--- config.mk ---
export PLATFORM = sky130hd
export DESIGN_NAME = prim_dup_count
export DESIGN_NICKNAME = d
export VERILOG_FILES = /design/src/rtl/prim_dup_count.sv
export SDC_FILE = /design/constraint.sdc
export NUM_CORES = 1
export LEC_CHECK = 0
export BUFFER_PORTS_ARGS = -buffer_cell sky130_fd_sc_hd__buf_4
export CORE_MARGIN = 5
export CORE_UTILIZATION = 58
export CTS_CLUSTER_DIAMETER = 150
export DETAILED_ROUTE_END_ITERATION = 8
export GPL_ROUTABILITY_DRIVEN = 0
export GPL_TIMING_DRIVEN = 0
export PLACE_DENSITY = 0.81
export SETUP_SLACK_MARGIN = 0.3
export SLEW_MARGIN = 20
export SYNTH_ARGS = -nofsm -noshare
export SYNTH_HDL_FRONTEND = slang
export SYNTH_SLANG_ARGS = --single-unit
--- constraint.sdc ---
create_clock -name clk_i -period 3.2 [get_ports clk_i]
set_input_delay 0.16 -clock clk_i [delete_from_list [all_inputs] [get_ports clk_i]]
set_output_delay 0.16 -clock clk_i [all_outputs]
set_load 0.05 [all_outputs]
--- src/rtl/prim_dup_count.sv ---
// Hardened saturating up/down counter with a complementary shadow register.
// Any disagreement between the two copies raises err_o.
module prim_dup_count #(
    parameter int unsigned Width            = 8,
    parameter int unsigned ResetValue       = 0,
    parameter bit          EnableAlertLatch = 1'b1
) (
    input  logic             clk_i,
    input  logic             rst_i,
    input  logic             clr_i,
    input  logic             set_i,
    input  logic [Width-1:0] set_cnt_i,
    input  logic             incr_en_i,
    input  logic             decr_en_i,
    input  logic [Width-1:0] step_i,
    output logic [Width-1:0] cnt_o,
    output logic [Width-1:0] cnt_next_o,
    output logic             sat_o,
    output logic             err_o
);

    localparam logic [Width-1:0] MaxVal   = '1;
    localparam logic [Width-1:0] ResetCnt = ResetValue[Width-1:0];

    logic [Width-1:0] r_up;
    logic [Width-1:0] r_dn;
    logic             r_sat;
    logic             r_err;

    logic [Width:0]   w_up_add;
    logic [Width:0]   w_up_sub;
    logic [Width:0]   w_dn_add;
    logic [Width:0]   w_dn_sub;
    logic [Width-1:0] w_up_next;
    logic [Width-1:0] w_dn_next;
    logic             w_sat_next;
    logic             w_mismatch;

    // Each copy does its own carry/borrow arithmetic so a fault in one is never masked.
    assign w_up_add = {1'b0, r_up} + {1'b0, step_i};
    assign w_up_sub = {1'b0, r_up} - {1'b0, step_i};
    assign w_dn_add = {1'b0, r_dn} + {1'b0, step_i};
    assign w_dn_sub = {1'b0, r_dn} - {1'b0, step_i};

    always_comb begin
        w_up_next  = r_up;
        w_dn_next  = r_dn;
        w_sat_next = 1'b0;
        if (clr_i) begin
            w_up_next = '0;
            w_dn_next = MaxVal;
        end else if (set_i) begin
            w_up_next = set_cnt_i;
            w_dn_next = ~set_cnt_i;
        end else if (incr_en_i && !decr_en_i) begin
            w_up_next  = w_up_add[Width] ? MaxVal : w_up_add[Width-1:0];
            w_dn_next  = w_dn_sub[Width] ? '0 : w_dn_sub[Width-1:0];
            w_sat_next = w_up_add[Width];
        end else if (decr_en_i && !incr_en_i) begin
            w_up_next  = w_up_sub[Width] ? '0 : w_up_sub[Width-1:0];
            w_dn_next  = w_dn_add[Width] ? MaxVal : w_dn_add[Width-1:0];
            w_sat_next = w_up_sub[Width];
        end
    end

    assign w_mismatch = (r_up != ~r_dn);

    always_ff @(posedge clk_i) begin
        if (rst_i) begin
            r_up  <= ResetCnt;
            r_dn  <= MaxVal - ResetCnt;
            r_sat <= 1'b0;
            r_err <= 1'b0;
        end else begin
            r_up  <= w_up_next;
            r_dn  <= w_dn_next;
            r_sat <= w_sat_next;
            r_err <= r_err | w_mismatch;
        end
    end

    assign cnt_o      = r_up;
    assign cnt_next_o = w_up_next;
    assign sat_o      = r_sat;
    assign err_o      = EnableAlertLatch ? (r_err | w_mismatch) : w_mismatch;

endmodule
## Yosys cells after proc, flatten, opt, wreduce, memory -nomap -nowiden

Cells that the tools add are included.

- Register bits after elaboration: 18
- Bits in latches: 0
- Bits in writable memories: 0
- Memory bits (read-only): 0
- Input port bits: 22
- Output and inout bits: 18
- Logic and storage cells: 32
- Memories kept: 0

- $add $sub $neg: 4
- $mul: 0
- Div/mod/pow operators: 0
- Magnitude comparators: 0
- Equal/unequal tests: 1
- Shift operators: 0
- Multiplexer cells: 13
- Bitwise logic cells: 3
- Reduce and logical (&&, ||, !) cells: 7

Operators with widths:

| kind | number |
|---|---|
| 2-to-1 mux 8 bit | 11 |
| adder 8 x 8 -> 9 bit | 2 |
| subtractor 8 x 8 -> 9 bit | 2 |
| inverter 8 bit | 2 |
| != test 8 bit | 1 |
| nonzero test 3 bit | 1 |
| OR reduction 3 bit | 1 |
| logical AND 1 bit | 2 |
| zero test 1 bit | 2 |
| 2-to-1 mux 1 bit | 2 |
| OR reduction 2 bit | 1 |
| bitwise OR 1 bit | 1 |

## Logic depth before layout (Yosys ltp)

- Word-level depth: 6
- Mapped depth: 10
- Depth with buffers taken out: 10

## Least setup slack after synthesis

No wires, ideal clock.

- Path type: flip-flop to output port
- Start: reg r_up[5], in the netlist cnt_o[5]
- End: out cnt_next_o[5]
- Arrival time: 3.712 ns
- Data required time: 3.040 ns
- Path slack: -0.672 ns
- Stages on the path, launching flop included: 9
- Buffers on the path: 1
- Cells stage by stage: dfxtp_1 > ha_1 > buf_6 > or4_4 > a211oi_2 > and3b_1 > nand2_1 > nor2_1 > nor4_1

- Cells in the longest elaborated chain, start to end: 6
- Elaborated cells between the ends (all ways): 8
- Classes of those cells: add/sub: 2; mux: 6

RTL lines:

| element | RTL line | text |
|---|---|---|
| start: declaration | 25 | `logic [Width-1:0] r_up;` |
| start signal: assignment | 70 | `r_up <= ResetCnt;` |
| start signal: assignment | 75 | `r_up <= w_up_next;` |
| subtractor 8 x 8 -> 9 bit | 41 | `assign w_up_sub = {1'b0, r_up} - {1'b0, step_i};` |
| 2-to-1 mux 8 bit | 60 | `w_up_next = w_up_sub[Width] ? '0 : w_up_sub[Width-1:0];` |
| 2-to-1 mux 8 bit | 59 | `end else if (decr_en_i && !incr_en_i) begin` |
| 2-to-1 mux 8 bit (*) | 55 | `end else if (incr_en_i && !decr_en_i) begin` |
| 2-to-1 mux 8 bit (*) | 52 | `end else if (set_i) begin` |
| 2-to-1 mux 8 bit (*) | 49 | `if (clr_i) begin` |
| end: declaration | 17 | `output logic [Width-1:0] cnt_next_o,` |

Every way passes the cells marked *; elsewhere a longest branch is shown, timed or not.

## Worst setup path in the final report

- Start: reg r_up[4], in the netlist cnt_o[4]
- End: out cnt_next_o[3]

The elaborated chain is that of the path after synthesis.

==> flow_summary.toml <==
[clock_tree]
clk_latency_ns = 0.27
clock_sinks = 18
htreeDepth = 1
root_buffer = "clkbuf_8"
clk_pin_slew_worst_paths_ns = 0.08
cts_buffers = 3
clock_path_buffers = 2
cts_tree = "yes"
hold_buffers = 0

[logic_synthesis]
syn_nets = 406
synth_top_area_share_pct = 15.7
seq_area_frac_synth_pct = 13.7
syn-cell-area_um2 = 2620
yosysTopAreaCell = "ha_1"
ys_top_cells_by_area = "ha_1, dfxtp_1, xnor2_1"
syn_inst = 347
ys.flop_type = "dfxtp_1"
synth_edf_count = 0
ys_seq_elements = 18
async_reset_ff_share_pct = 0
ys_warn_count = 0
syn_avg_cell_area_um2 = 7.56
synthDistinctLibCells = 62

[timing]
max_freq_ghz = 0.350
period_minus_slack_ns = 2.86
hold_violations = 0
rsz0062_at_grt = "true"
worst_pin_slew_ns = 0.880
post-route-period-util_pct = 89.2
fin_tns_setup_ns = 0
setup_ws_ns = 0.344
setup_viol = 0
finalClockSkew_ns = 0.00653
max_slew_margin_pct = 41.3
drv_slew = 0

[global_routing]
grt_max_degree = 11
grt_pass1_wl_um = 13100
overflow = 0
grt.total_usage_pct = 26.8
antenna_found_initial = 0
grt_pass1_vias = 2732

[finish]
filler_cell_count = 360
nets = 450
area_growth_pct = 20.3
final_common_cell = "buf_4"
final_cell_mix = "buf_4, nor2_1, ha_1"
num_antenna_cells = 0
drive_gt1_share_pct = 21.6

[critical_path]
max_stage_delay_ns = 0.55
worstSetupEndpointType = "output pin"
worst-setup-path-type = "register to output pin"
arrival_ns = 2.70
slowest_stage = "or4_4"
path_cells = "ha_1 -> or4_4 -> a211oi_4 -> nand3b_1 -> nor3b_2 -> o41ai_2 -> nor2b_4 -> buf_8"
cp-start-kind = "register"
r2r_start = "r_dn[0]"
cp.required_ns = 3.04
critPathLaunch = "cnt_o[4]"
critPathMaxFanout = 5

[die]
io-pin-count = 40
die_w_um = 77.3
initial_core_util_pct = 59.8
core-area_um2 = 4380
die_height_um = 77.3
die_area_um2 = 5970
num_rows = 24

[drt]
num_vias = 2862
first_pass_iters = 5
wirelength_um = 8310
postRouteAntennaNets = 0
first_iter_violations = 205
drcViolationCount = 0
via_per_inst = 6.49
wire_per_inst_um = 18.8

[min_path]
min_path_type = "primary input to register"
min-delay-start = "rst_i"

[power]
power_per_cell_area_nw_per_um2 = 295
peakVddDrop_v = 0.000146
p_leak_nw = 1.28

[placed_design]
io_buffer_count = 36
post-dp-hpwl_um = 6550
dp_slack_ns = 0.424

[job]
cap_violations = 0

[outcome]
status = "finished clean"
-- metal layers --
layer,routed length (µm),GRT usage [%]
met1,3350,34.4
met2,4060,44.5
met3,597,2.34
met4,296,12.7
met5,0,0
-- final timing paths --
| check | to | slack (ns) | cells past startpoint |
|---|---|---|---|
| max reg2reg | r_dn[7] | 0.67 | 10 |
| min reg2reg | r_dn[0] | 0.56 | 1 |
| min | r_err | 0.06 | 2 |
| max | cnt_next_o[3] | 0.34 | 8 |
-- through the flow --
stage	power [mW]	hold WS, ns	utilization (%)	area [µm²]	std cells
finish	0.931	0.0642	72.0	3160	441
global route	0.985	0.0734	72.0	3160	441
floorplan	0.608	0.229	-	2670	347
global placement	0.724	0.345	68.6	3010	435
detailed placement	0.734	0.348	68.6	3010	435
CTS	0.918	0.0644	71.3	3120	440
-- registers in the layout (all words and copies together), names as in the netlist --
register	cells
r_dn	8
r_err	1
sat_o	1
cnt_o	8
-- critical path, delay by kind of cell (launching register included) --
family | cells | cell delay [ns]
fa+ha+maj | 1 | 0.29
simple gates | 4 | 1.07
flops | 1 | 0.37
buf+inv | 1 | 0.16
compound gates | 2 | 0.54
-- synthesized netlist by cell type, drive strengths merged, types with 5 or more instances --
| master | count |
|---|---|
| maj3 | 7 |
| ha | 33 |
| nor3 | 13 |
| clkbuf | 12 |
| a211oi | 9 |
| o211ai | 6 |
| inv | 25 |
| dfxtp | 18 |
| o21ai | 19 |
| o21bai | 6 |
| nor3b | 5 |
| nor2 | 35 |
| nand3 | 6 |
| nor2b | 13 |
| nor4 | 5 |
| nand2 | 19 |
| nand2b | 8 |
| a21oi | 23 |
| xnor2 | 19 |
-- area by class of cell --
cell class | count | area, µm² | share of cell area [%]
clock buffer | 3 | 41.3 | 1.31
sequential | 18 | 373 | 11.8
timing repair buffer | 39 | 304 | 9.64
multi-input combinational | 290 | 2210 | 70.1
tap | 52 | 65.1 | 2.06
inverter | 25 | 93.8 | 2.97
buffer | 14 | 65.1 | 2.06
-- kinds of logic (layout without fill, tap and decap cells) --
kind of cell,count (synthesis),in the layout,synth area share (%)
xor+xnor,20,20,6.68
fa+ha+maj,44,44,21.5
simple gates,118,118,23.0
mux,4,4,1.57
flops,18,18,13.7
compound gates,104,104,27.7
buf+inv,39,81,5.91
-- where the power goes --
group          leakage [nW]  switching (mW)  total [mW]  internal [mW]
Sequential            0.151          0.0189       0.255          0.236
Clock                0.0216          0.0905       0.175         0.0842
Combinational          1.11           0.301       0.501          0.200
-- what timing repair did --
item / in CTS / in global routing
setup endpoints to repair: 7 / 5
gates resized for setup: 16 / 11
buffers inserted: 2 / 1
pin swaps: 5 / 1
Power figures use the tool's default switching activity.
